--- src/rtl/alarm_ctrl.sv ---
// Alarm controller: stores an alarm time, arms/disarms it, rings on a match,
// and supports a 300 s snooze and a 60 s automatic ring timeout.
module alarm_ctrl (
  input  logic       clk,
  input  logic       rst_n,
  input  logic       btnc,
  input  logic       btnr,
  input  logic       btnu,
  input  logic       clk_set_busy,
  input  logic       tick_1hz,
  input  logic       mask_1hz,
  input  logic [4:0] cur_hour,
  input  logic [5:0] cur_min,
  input  logic [5:0] cur_sec,
  output logic [4:0] alarm_hour,
  output logic [5:0] alarm_min,
  output logic       alarm_on,
  output logic       alarm_disp,
  output logic       disp_en_h,
  output logic       disp_en_m,
  output logic       ringing,
  output logic       buzzer
);

  typedef enum logic [2:0] {IDLE, SET_H, SET_M, RING, SNOOZE} state_e;

  state_e     state_q, state_d;
  logic [4:0] hour_q, hour_d;
  logic [5:0] min_q, min_d;
  logic       on_q, on_d;
  logic [5:0] ring_cnt_q, ring_cnt_d;
  logic [8:0] snz_cnt_q, snz_cnt_d;
  logic       disp_q, ringing_q;
  logic       match;

  assign match = on_q && tick_1hz && (cur_hour == hour_q) &&
                 (cur_min == min_q) && (cur_sec == 6'd0);

  always_comb begin
    state_d    = state_q;
    hour_d     = hour_q;
    min_d      = min_q;
    on_d       = on_q;
    ring_cnt_d = ring_cnt_q;
    snz_cnt_d  = snz_cnt_q;
    case (state_q)
      // Buttons beat a simultaneous match; btnu alone does nothing here.
      IDLE: begin
        if (!clk_set_busy && btnc) begin
          state_d = SET_H;
        end else if (!clk_set_busy && btnr) begin
          on_d = !on_q;
        end else if (match) begin
          state_d    = RING;
          ring_cnt_d = 6'd0;
        end
      end
      SET_H: begin
        if (btnc)      state_d = IDLE;
        else if (btnr) state_d = SET_M;
        else if (btnu) hour_d  = (hour_q == 5'd23) ? 5'd0 : hour_q + 5'd1;
      end
      SET_M: begin
        if (btnc)      state_d = IDLE;
        else if (btnr) state_d = SET_H;
        else if (btnu) min_d   = (min_q == 6'd59) ? 6'd0 : min_q + 6'd1;
      end
      // A tick coinciding with a button exit is dropped by the else-chain.
      RING: begin
        if (btnc) begin
          state_d = IDLE;
        end else if (btnu) begin
          state_d   = SNOOZE;
          snz_cnt_d = 9'd0;
        end else if (tick_1hz) begin
          if (ring_cnt_q == 6'd59) state_d = IDLE;
          else                     ring_cnt_d = ring_cnt_q + 6'd1;
        end
      end
      SNOOZE: begin
        if (btnc) begin
          state_d = IDLE;
        end else if (tick_1hz) begin
          if (snz_cnt_q == 9'd299) begin
            state_d    = RING;
            ring_cnt_d = 6'd0;
          end else begin
            snz_cnt_d = snz_cnt_q + 9'd1;
          end
        end
      end
      default: state_d = IDLE;
    endcase
  end

  always_ff @(posedge clk) begin
    if (!rst_n) begin
      state_q    <= IDLE;
      hour_q     <= 5'd0;
      min_q      <= 6'd0;
      on_q       <= 1'b0;
      ring_cnt_q <= 6'd0;
      snz_cnt_q  <= 9'd0;
      disp_q     <= 1'b0;
      ringing_q  <= 1'b0;
    end else begin
      state_q    <= state_d;
      hour_q     <= hour_d;
      min_q      <= min_d;
      on_q       <= on_d;
      ring_cnt_q <= ring_cnt_d;
      snz_cnt_q  <= snz_cnt_d;
      disp_q     <= (state_d == SET_H) || (state_d == SET_M);
      ringing_q  <= (state_d == RING);
    end
  end

  assign alarm_hour = hour_q;
  assign alarm_min  = min_q;
  assign alarm_on   = on_q;
  assign alarm_disp = disp_q;
  assign ringing    = ringing_q;
  assign buzzer     = ringing_q & mask_1hz;
  assign disp_en_h  = (state_q == SET_H) ? mask_1hz : 1'b1;
  assign disp_en_m  = (state_q == SET_M) ? mask_1hz : 1'b1;

endmodule

--- config.mk ---
export PLATFORM = sky130hd
export DESIGN_NAME = alarm_ctrl
export DESIGN_NICKNAME = d
export VERILOG_FILES = /design/src/rtl/alarm_ctrl.sv
export SDC_FILE = /design/constraint.sdc
export NUM_CORES = 1
export LEC_CHECK = 0
export BUFFER_PORTS_ARGS = -buffer_cell sky130_fd_sc_hd__buf_2
export CORE_UTILIZATION = 54
export DETAILED_ROUTE_END_ITERATION = 7
export PLACE_DENSITY = 0.81
export SKIP_LAST_GASP = 1
export SLEW_MARGIN = 10
export SYNTH_ARGS = -nofsm -noshare
export SYNTH_HDL_FRONTEND = slang
export SYNTH_SLANG_ARGS = --single-unit
--- constraint.sdc ---
create_clock -name clk -period 2.1 [get_ports clk]
set_input_delay 0.42 -clock clk [delete_from_list [all_inputs] [get_ports clk]]
set_output_delay 0.42 -clock clk [all_outputs]
set_load 0.005 [all_outputs]
==> out/metrics.json, run 1 <==
{
  "final.setup.tns_ns": 0,
  "vias": 1827,
  "critPathLaunch": "state_q[1]",
  "count_of_endpoints_failing_hold_in_the_final_timing_report": 0,
  "crit_fanout": 10,
  "setup.worst_path.end": "ring_cnt_q[1]",
  "worst_setup_path_start_kind": "flip-flop",
  "critical-path-slowest-cell": "dfxtp_1",
  "cp.arrival_ns": 2.21,
  "routabilityCongestion": 0.8305,
  "timing.max_slew.rel_slack_pct": 66.96,
  "cell_area_after_synthesis_um2": 1969,
  "synth_top_flop_cell": "dfxtp_1",
  "synth_top_family_by_area": "simple AND/OR/NAND/NOR gates",
  "grt.overflow.total": 0,
  "postSynthRegisterBits": 32,
  "synth_fp_nets": 259,
  "die_y_um": 62.39,
  "rsz0062_at_grt": "false",
  "leading_cell_types_by_total_area_after_synthesis": "dfxtp_1 (33%), xor2_1 (8.0%), nor2_1 (5.1%), xnor2_1 (3.6%), nand2_1 (3.2%)",
  "routed_wirelength_um": 4201,
  "synth-compound-area-share_pct": 18.87,
  "hold_buffers": 0,
  "final_layout_size_suffix_gt1_share_pct": 23.21,
  "path_cells": "and3b_4, o211ai_1, a211o_4, and3_1, a311o_1",
  "filler_cell_count": 289,
  "input_output_buffers": 41,
  "timing.setup.critical_path_class": "flip-flop to flip-flop",
  "floorplan.initialDensity_pct": 57.66,
  "finalWorstPathRequiredPeriod_ns": 1.983,
  "post_synth_inst_count": 230,
  "post_synth.cell_area_avg_um2": 8.563,
  "vdd.ir_drop.worst_mv": 0.3016,
  "path_delay_family": "compound AO/OA/AOI/OAI gates",
  "drt_pass1_iterations": 4,
  "final-instance-count-excl-fill": 326,
  "path_buf_inv": 0,
  "maxCapViolations": 0,
  "synth_top_cell_area_share_pct": 32.53,
  "netlist-cell-type-count": 57,
  "pwr-share-comb_pct": 9.6,
  "critical_path_required_ns": 2.33,
  "design.die.area_um2": 3893,
  "worst_setup_path_end_kind": "flip-flop",
  "grt_max_degree": 14,
  "yosys.area_share.xor_xnor_pct": 11.56,
  "regArea_um2": 640.6,
  "ys_async_sr_fraction_pct": 0,
  "multiInputGateArea_um2": 1285,
  "top_library_cells_by_usage_in_the_layout_fill_and_taps_aside": "buf_2 (41), dfxtp_1 (32), nor2_1 (27), xor2_1 (18), nand2_1 (17)",
  "finalSetupViolCount": 0,
  "worstRegToRegCells": 5,
  "cts_tree": "done",
  "worstHoldPathType": "input port to flip-flop",
  "cts_max_level": 2,
  "slew_at_the_pin_closest_to_its_max_slew_limit_ns": 0.4914,
  "area_growth_syn_to_layout_pct": 17.53,
  "ys_warn_count": 0,
  "antenna_found_initial": 0,
  "grt_usage_pct": 23.56,
  "final.hold.worst_slack_ns": 0.4348,
  "floorplan.io_pins": 42,
  "fin_crit_sh_pct": 94.44,
  "antenna-diode-count": 0,
  "grt_pass1_vias": 1640,
  "max_freq_ghz": 0.5042,
  "post-dp-hpwl_um": 3177,
  "post-synth-top-area-cell": "dfxtp_1",
  "route.detailed.vias_per_inst": 5.604,
  "path_depth": 5,
  "synth-edff-count": 0,
  "r2r_endpoint": "ring_cnt_q[1]",
  "die_width_um": 62.39,
  "nets": 308,
  "p_int_w": 0.0008232,
  "clock_power_share_pct": 33.9,
  "layout_commonest_cell": "buf_2",
  "drc": 0,
  "clk_path_buf_depth": 2,
  "critPathMaxStageDelay_ns": 0.59,
  "numCtsBuffers": 5,
  "post_cts_buffers": 0,
  "p_sw_w": 0.0002656,
  "finish.utilization_pct": 67.77,
  "cts-root-buf": "clkbuf_4",
  "total_leakage_power_nw": 0.9780,
  "drt.antenna.violating_nets": 0,
  "finalMaxSlewViolations": 0,
  "sw_frac_of_total_pct": 24.39,
  "grt_first_pass_wirelength_um": 7362,
  "resize_count_post_cts": 0,
  "simple_logic_cell_fraction_of_the_synthesized_area_pct": 30.43,
  "numPlacedInstances": 318,
  "num_rows": 21,
  "power_frac_seq_pct": 56.5,
  "cts.clk_slew.worst_paths_ns": 0.10,
  "regToRegSetupSlack_ns": 0.12,
  "cts_num_sinks": 32,
  "reg2reg_start": "state_q[1]",
  "finalClockSkew_ns": 0.01202,
  "fp.coreArea_um2": 3416,
  "clk-insertion-delay-late_ns": 0.34,
  "result_of_the_run": "finished clean",
  "synth_mux_area_share_pct": 1.525,
  "sequential_cell_area_fraction_in_the_yosys_report_pct": 32.53,
  "cellPowerDensity_nw_per_um2": 470.4,
  "detailedRoute.firstIterationViolations": 89,
  "synth_adder_area_share_pct": 2.541,
  "wl_per_cell_um": 12.89
}
## worst register-to-register path: stages (launching register included)
cell      delay [ns]
dfxtp_1         0.59
and3b_4         0.30
o211ai_1        0.11
a211o_4         0.39
and3_1          0.20
a311o_1         0.30
## stage by stage
| step | total power [W] | cell area (um^2) | setup slack, ns |
|---|---|---|---|
| floorplan | 0.0006869 | 1969 | 0.1887 |
| global route | 0.001141 | 2315 | 0.03594 |
| global placement | 0.0007318 | 2250 | -0.001841 |
| CTS | 0.001100 | 2308 | 0.1193 |
| detailed placement | 0.0007330 | 2250 | -0.03675 |
| finish | 0.001089 | 2315 | 0.1168 |
## metal layers
metal	track usage, %	vias up	share of wire (%)
li1	-	937	-
met1	30.94	855	49
met2	37.23	29	46
met3	6.022	6	4.0
met4	8.721	0	1.4
met5	0	-	0
## synthesized netlist by cell type, types with 2 or more instances
cell       instances
nand2_1           17
xnor2_1            8
o2111ai_1          3
nand4_1            4
o211ai_1           6
a21o_1             2
buf_2              4
nor3_1             7
nand2b_1           5
nand3_1           10
and4_1             2
or3_1              4
a2bb2oi_1          2
nor2b_1            4
mux2i_1            3
ha_1               4
and3_1             6
o31a_1             2
inv_1              4
nand3b_1           2
nor2_1            27
and2_1             6
o31ai_1            2
a21oi_1            9
dfxtp_1           32
xor2_1            18
o21a_1             2
o21ai_0            6
## worst min path at each step
stage,startpoint,to,cells after the start
floorplan,snz_cnt_q[8],snz_cnt_q[8],2
global placement,snz_cnt_q[8],snz_cnt_q[8],2
detailed placement,ring_cnt_q[3],ring_cnt_q[3],2
CTS,btnc,state_q[2],2
global route,btnc,state_q[2],2
finish,btnc,state_q[2],2
## kinds of logic (layout without fill, tap and decap cells)
family / Yosys count / in the layout
AND/OR/NAND/NOR: 107 / 107
AO/OA/AOI/OAI: 48 / 48
flip-flops: 32 / 32
XOR/XNOR: 26 / 26
buffers and inverters: 10 / 60
adder cells (fa/ha/maj): 4 / 4
multiplexers: 3 / 3
## power groups by stage
| stage | sequential [W] | clock (W) | combinational [W] |
|---|---|---|---|
| floorplan | 0.000628 | 0 | 0.0000592 |
| global placement | 0.000630 | 0 | 0.000102 |
| detailed placement | 0.000629 | 0 | 0.000104 |
| CTS | 0.000615 | 0.000380 | 0.000104 |
| global route | 0.000616 | 0.000408 | 0.000117 |
| finish | 0.000615 | 0.000369 | 0.000104 |
## registers in the layout, indices dropped and copies added, names as in the netlist
name	count
alarm_disp	1
alarm_hour	5
alarm_min	6
alarm_on	1
ring_cnt_q	6
ringing	1
snz_cnt_q	9
state_q	3
## area by class of cell
cell class	count	area share (%)
Multi-Input combinational cell	188	55.51
Timing Repair Buffer	48	11.14
Sequential cell	32	27.68
Inverter	4	0.6486
Tap cell	46	2.486
Clock buffer	8	2.541
Power figures use the tool's default switching activity.
==> inputs of run 2 (changes only) <==
ABC_AREA = 1   (was default)
CORE_UTILIZATION = 55   (was 54)
PLACE_DENSITY = 0.82   (was 0.81)
==> run 2 against run 1 <==
Net effect: clock skew is 0.0077 ns lower; largest cell class unchanged; power increased by 18%; hold slack worse by 0.026 ns; flip-flop and latch count did not move; clock-buffer cell count stayed put; via count up 17%.
==> out/metrics.json, run 2 <==
{
  "timing.setup.critical_path_class": "flip-flop to flip-flop",
  "detailedRoute.firstIterationViolations": {"value": 88, "change": "-1.1%"},
  "cts-root-buf": "clkbuf_8",
  "antenna_found_initial": {"value": 0, "change": "unchanged"},
  "grt_max_degree": {"value": 18, "change": "+4"},
  "cell_area_after_synthesis": {"value": 2127, "unit": "um^2", "change": "+8.0%"},
  "post-dp-hpwl": {"value": 3509, "unit": "um", "change": "+10%"},
  "regToRegSetupSlack": {"value": 0.35, "unit": "ns", "change": "+0.23 ns"},
  "finalSetupViolCount": {"value": 0, "change": "unchanged"},
  "drt_pass1_iterations": {"value": 4, "change": "unchanged"},
  "grt_usage": {"value": 24.50, "unit": "%", "change": "+0.94 points"},
  "maxCapViolations": {"value": 0, "change": "unchanged"},
  "final_layout_size_suffix_gt1_share": {"value": 21.66, "unit": "%", "change": "-1.6 points"},
  "grt_pass1_vias": {"value": 1975, "change": "+20%"},
  "synth_top_cell_area_share": {"value": 30.12, "unit": "%", "change": "-2.4 points"},
  "cellPowerDensity": {"value": 520.6, "unit": "nW/um^2", "change": "+11%"},
  "postSynthRegisterBits": {"value": 32, "change": "unchanged"},
  "drc": {"value": 0, "change": "unchanged"},
  "routabilityCongestion": {"value": 0.8342, "change": "+0.45%"},
  "preCtsSetupSlack": {"value": 0.3239, "unit": "ns", "change": "+0.3607 ns"},
  "leading_cell_types_by_total_area_after_synthesis": "dfxtp_1 (30%), nand2_1 (16%), nor2_1 (7.8%), inv_1 (7.1%), a21oi_1 (4.5%)",
  "finalMaxSlewViolations": {"value": 0, "change": "unchanged"},
  "rsz0062_at_grt": "false",
  "die_y": {"value": 64.19, "unit": "um", "change": "+2.9%"},
  "sequential_cell_area_fraction_in_the_yosys_report": {"value": 30.12, "unit": "%", "change": "-2.4 points"},
  "drt.antenna.violating_nets": {"value": 0, "change": "unchanged"},
  "registers.top_by_ff_count": "snz_cnt_q",
  "synth_fp_nets": {"value": 355, "change": "+37%"},
  "slew_at_the_pin_closest_to_its_max_slew_limit": {"value": 0.4219, "unit": "ns", "change": "-0.06948 ns"},
  "ys_warn_count": {"value": 0, "change": "unchanged"},
  "crit_fanout": {"value": 4, "change": "-6"},
  "max_freq": {"value": 0.5705, "unit": "GHz", "change": "+13%"},
  "fin_total_pwr": {"value": 0.001288, "unit": "W", "change": "+18%"},
  "floorplan.io_pins": {"value": 42, "change": "unchanged"},
  "result_of_the_run": "finished clean",
  "hold_buffers": {"value": 0, "change": "unchanged"},
  "route.detailed.vias_per_inst": {"value": 5.059, "change": "-9.7%"},
  "antenna-diode-count": {"value": 0, "change": "unchanged"},
  "finalClockSkew": {"value": 0.004292, "unit": "ns", "change": "-0.007724 ns"},
  "netlist-cell-type-count": {"value": 38, "change": "-33%"},
  "critical_path_required": {"value": 2.26, "unit": "ns", "change": "-0.07 ns"},
  "clk-insertion-delay-late": {"value": 0.28, "unit": "ns", "change": "-0.06 ns"},
  "grt_first_pass_wirelength": {"value": 7852, "unit": "um", "change": "+6.7%"},
  "synth_top_flop_cell": "dfxtp_1",
  "finish.utilization": {"value": 67.10, "unit": "%", "change": "-0.67 points"},
  "post_cts_buffers": {"value": 0, "change": "unchanged"},
  "vdd.ir_drop.worst": {"value": 0.2571, "unit": "mV", "change": "-15%"},
  "post_synth_inst_count": {"value": 326, "change": "+42%"},
  "cp.arrival": {"value": 1.91, "unit": "ns", "change": "-0.30 ns"},
  "timing.max_slew.rel_slack": {"value": 71.74, "unit": "%", "change": "+4.8 points"},
  "resize_count_post_cts": {"value": 0, "change": "unchanged"},
  "worstHoldPathType": "input port to flip-flop",
  "layout_commonest_cell": "nand2_1",
  "cts_tree": "done",
  "grt.overflow.total": {"value": 0, "change": "unchanged"},
  "routed_wirelength": {"value": 4507, "unit": "um", "change": "+7.3%"},
  "finalWorstPathRequiredPeriod": {"value": 1.753, "unit": "ns", "change": "-0.2304 ns"},
  "post-route-worst-setup-slack": {"value": 0.3471, "unit": "ns", "change": "+0.2304 ns"},
  "input_output_buffers": {"value": 41, "change": "unchanged"},
  "wl_per_cell": {"value": 10.68, "unit": "um", "change": "-17%"},
  "die_width": {"value": 64.19, "unit": "um", "change": "+2.9%"},
  "count_of_endpoints_failing_hold_in_the_final_timing_report": {"value": 0, "change": "unchanged"},
  "top_library_cells_by_usage_in_the_layout_fill_and_taps_aside": "nand2_1 (89), nor2_1 (44), buf_2 (41), inv_1 (40), dfxtp_1 (32)",
  "fin_crit_sh": {"value": 83.47, "unit": "%", "change": "-11 points"},
  "vias": {"value": 2135, "change": "+17%"},
  "worst_setup_path_start_kind": "flip-flop",
  "synth.top_cells.by_count": "nand2_1 (89), nor2_1 (44), inv_1 (40)",
  "clk_path_buf_depth": {"value": 2, "change": "unchanged"},
  "nets": {"value": 402, "change": "+31%"},
  "numCtsBuffers": {"value": 5, "change": "unchanged"},
  "design.die.area": {"value": 4120, "unit": "um^2", "change": "+5.8%"},
  "final.hold.worst_slack": {"value": 0.4091, "unit": "ns", "change": "-0.02575 ns"},
  "post-synth-top-count-cell": "nand2_1",
  "cts_num_sinks": {"value": 32, "change": "unchanged"},
  "final.setup.tns": {"value": 0, "unit": "ns", "change": "unchanged"},
  "num_rows": {"value": 22, "change": "+4.8%"},
  "fp.coreArea": {"value": 3689, "unit": "um^2", "change": "+8.0%"},
  "total_leakage_power": {"value": 1.164, "unit": "nW", "change": "+19%"},
  "flip_flop_count_of_the_largest_register_after_layout": {"value": 9, "change": "unchanged"},
  "post_synth.cell_area_avg": {"value": 6.525, "unit": "um^2", "change": "-24%"},
  "area_growth_syn_to_layout_pct": 16.35,
  "worst_setup_path_end_kind": "flip-flop",
  "ys_async_sr_fraction": {"value": 0, "unit": "%", "change": "unchanged"},
  "filler_cell_count": {"value": 352, "change": "+22%"},
  "cts_max_level": {"value": 2, "change": "unchanged"},
  "post-synth-top-area-cell": "dfxtp_1",
  "cts.clk_slew.worst_paths": {"value": 0.07, "unit": "ns", "change": "-0.03 ns"},
  "synth-edff-count": {"value": 0, "change": "unchanged"},
  "floorplan.initialDensity": {"value": 57.67, "unit": "%", "change": "about the same"}
}
run 2: cell types whose count changed after synthesis, moves of 10 or more:
cell,change
a21oi_1,+10
inv_1,+36
nand2_1,+72
nor2_1,+17
xor2_1,-13
run 2: through the flow:
step / instances / instance area [um^2]
floorplan: 326 / 2127
global route: 422 / 2475
detailed placement: 414 / 2385
finish: 422 / 2475
global placement: 414 / 2385
CTS: 422 / 2475
run 2: cell families after synthesis:
group | Yosys count | share of synthesized area (%)
compound gates | 32 | 9.647
xor+xnor | 11 | 4.529
fa+ha+maj | 4 | 2.353
buf+inv | 52 | 9.764
flops | 32 | 30.12
simple gates | 195 | 43.59
run 2: layout make-up:
type / instances / area, um^2 / area share [%]
Sequential cell: 32 / 640.6 / 25.88
Tap cell: 48 / 60.06 / 2.427
Timing Repair Buffer: 42 / 212.7 / 8.595
Multi-Input combinational cell: 242 / 1279 / 51.67
Clock buffer: 8 / 90.09 / 3.640
Inverter: 50 / 192.7 / 7.786
run 2: per-layer routing:
metal  part of all wire, %  global-route usage [%]  up-vias
li1                      -                       -     1131
met2                    49                   43.75       44
met4                   2.4                   12.50        0
met3                   5.0                   6.964       10
met5                     0                       0        -
met1                    44                   26.06      950
run 2: power by group:
| part | switching [W] | leakage (nW) | internal (W) |
|---|---|---|---|
| Sequential | 0.00000971 | 0.258 | 0.000616 |
| Combinational | 0.000106 | 0.860 | 0.0000622 |
| Clock | 0.000227 | 0.0455 | 0.000267 |
| Total | 0.000343 | 1.16 | 0.000946 |
run 2: worst paths after layout:
path                               startpoint             to  cells after the start
worst max register to register     state_q[0]  alarm_hour[1]                      7
worst min register to register  ring_cnt_q[1]  ring_cnt_q[1]                      2
worst max-delay path               state_q[0]  alarm_hour[1]                      7
worst min-delay path                    rst_n  alarm_hour[2]                      3
run 2: worst max-delay path, cell delays in order (launching register included):
cell      delay, ns
dfxtp_1        0.45
inv_2          0.09
nor3_2         0.25
nand2_1        0.14
nor2_2         0.21
nand3_2        0.13
o21ai_1        0.27
a211oi_1       0.08
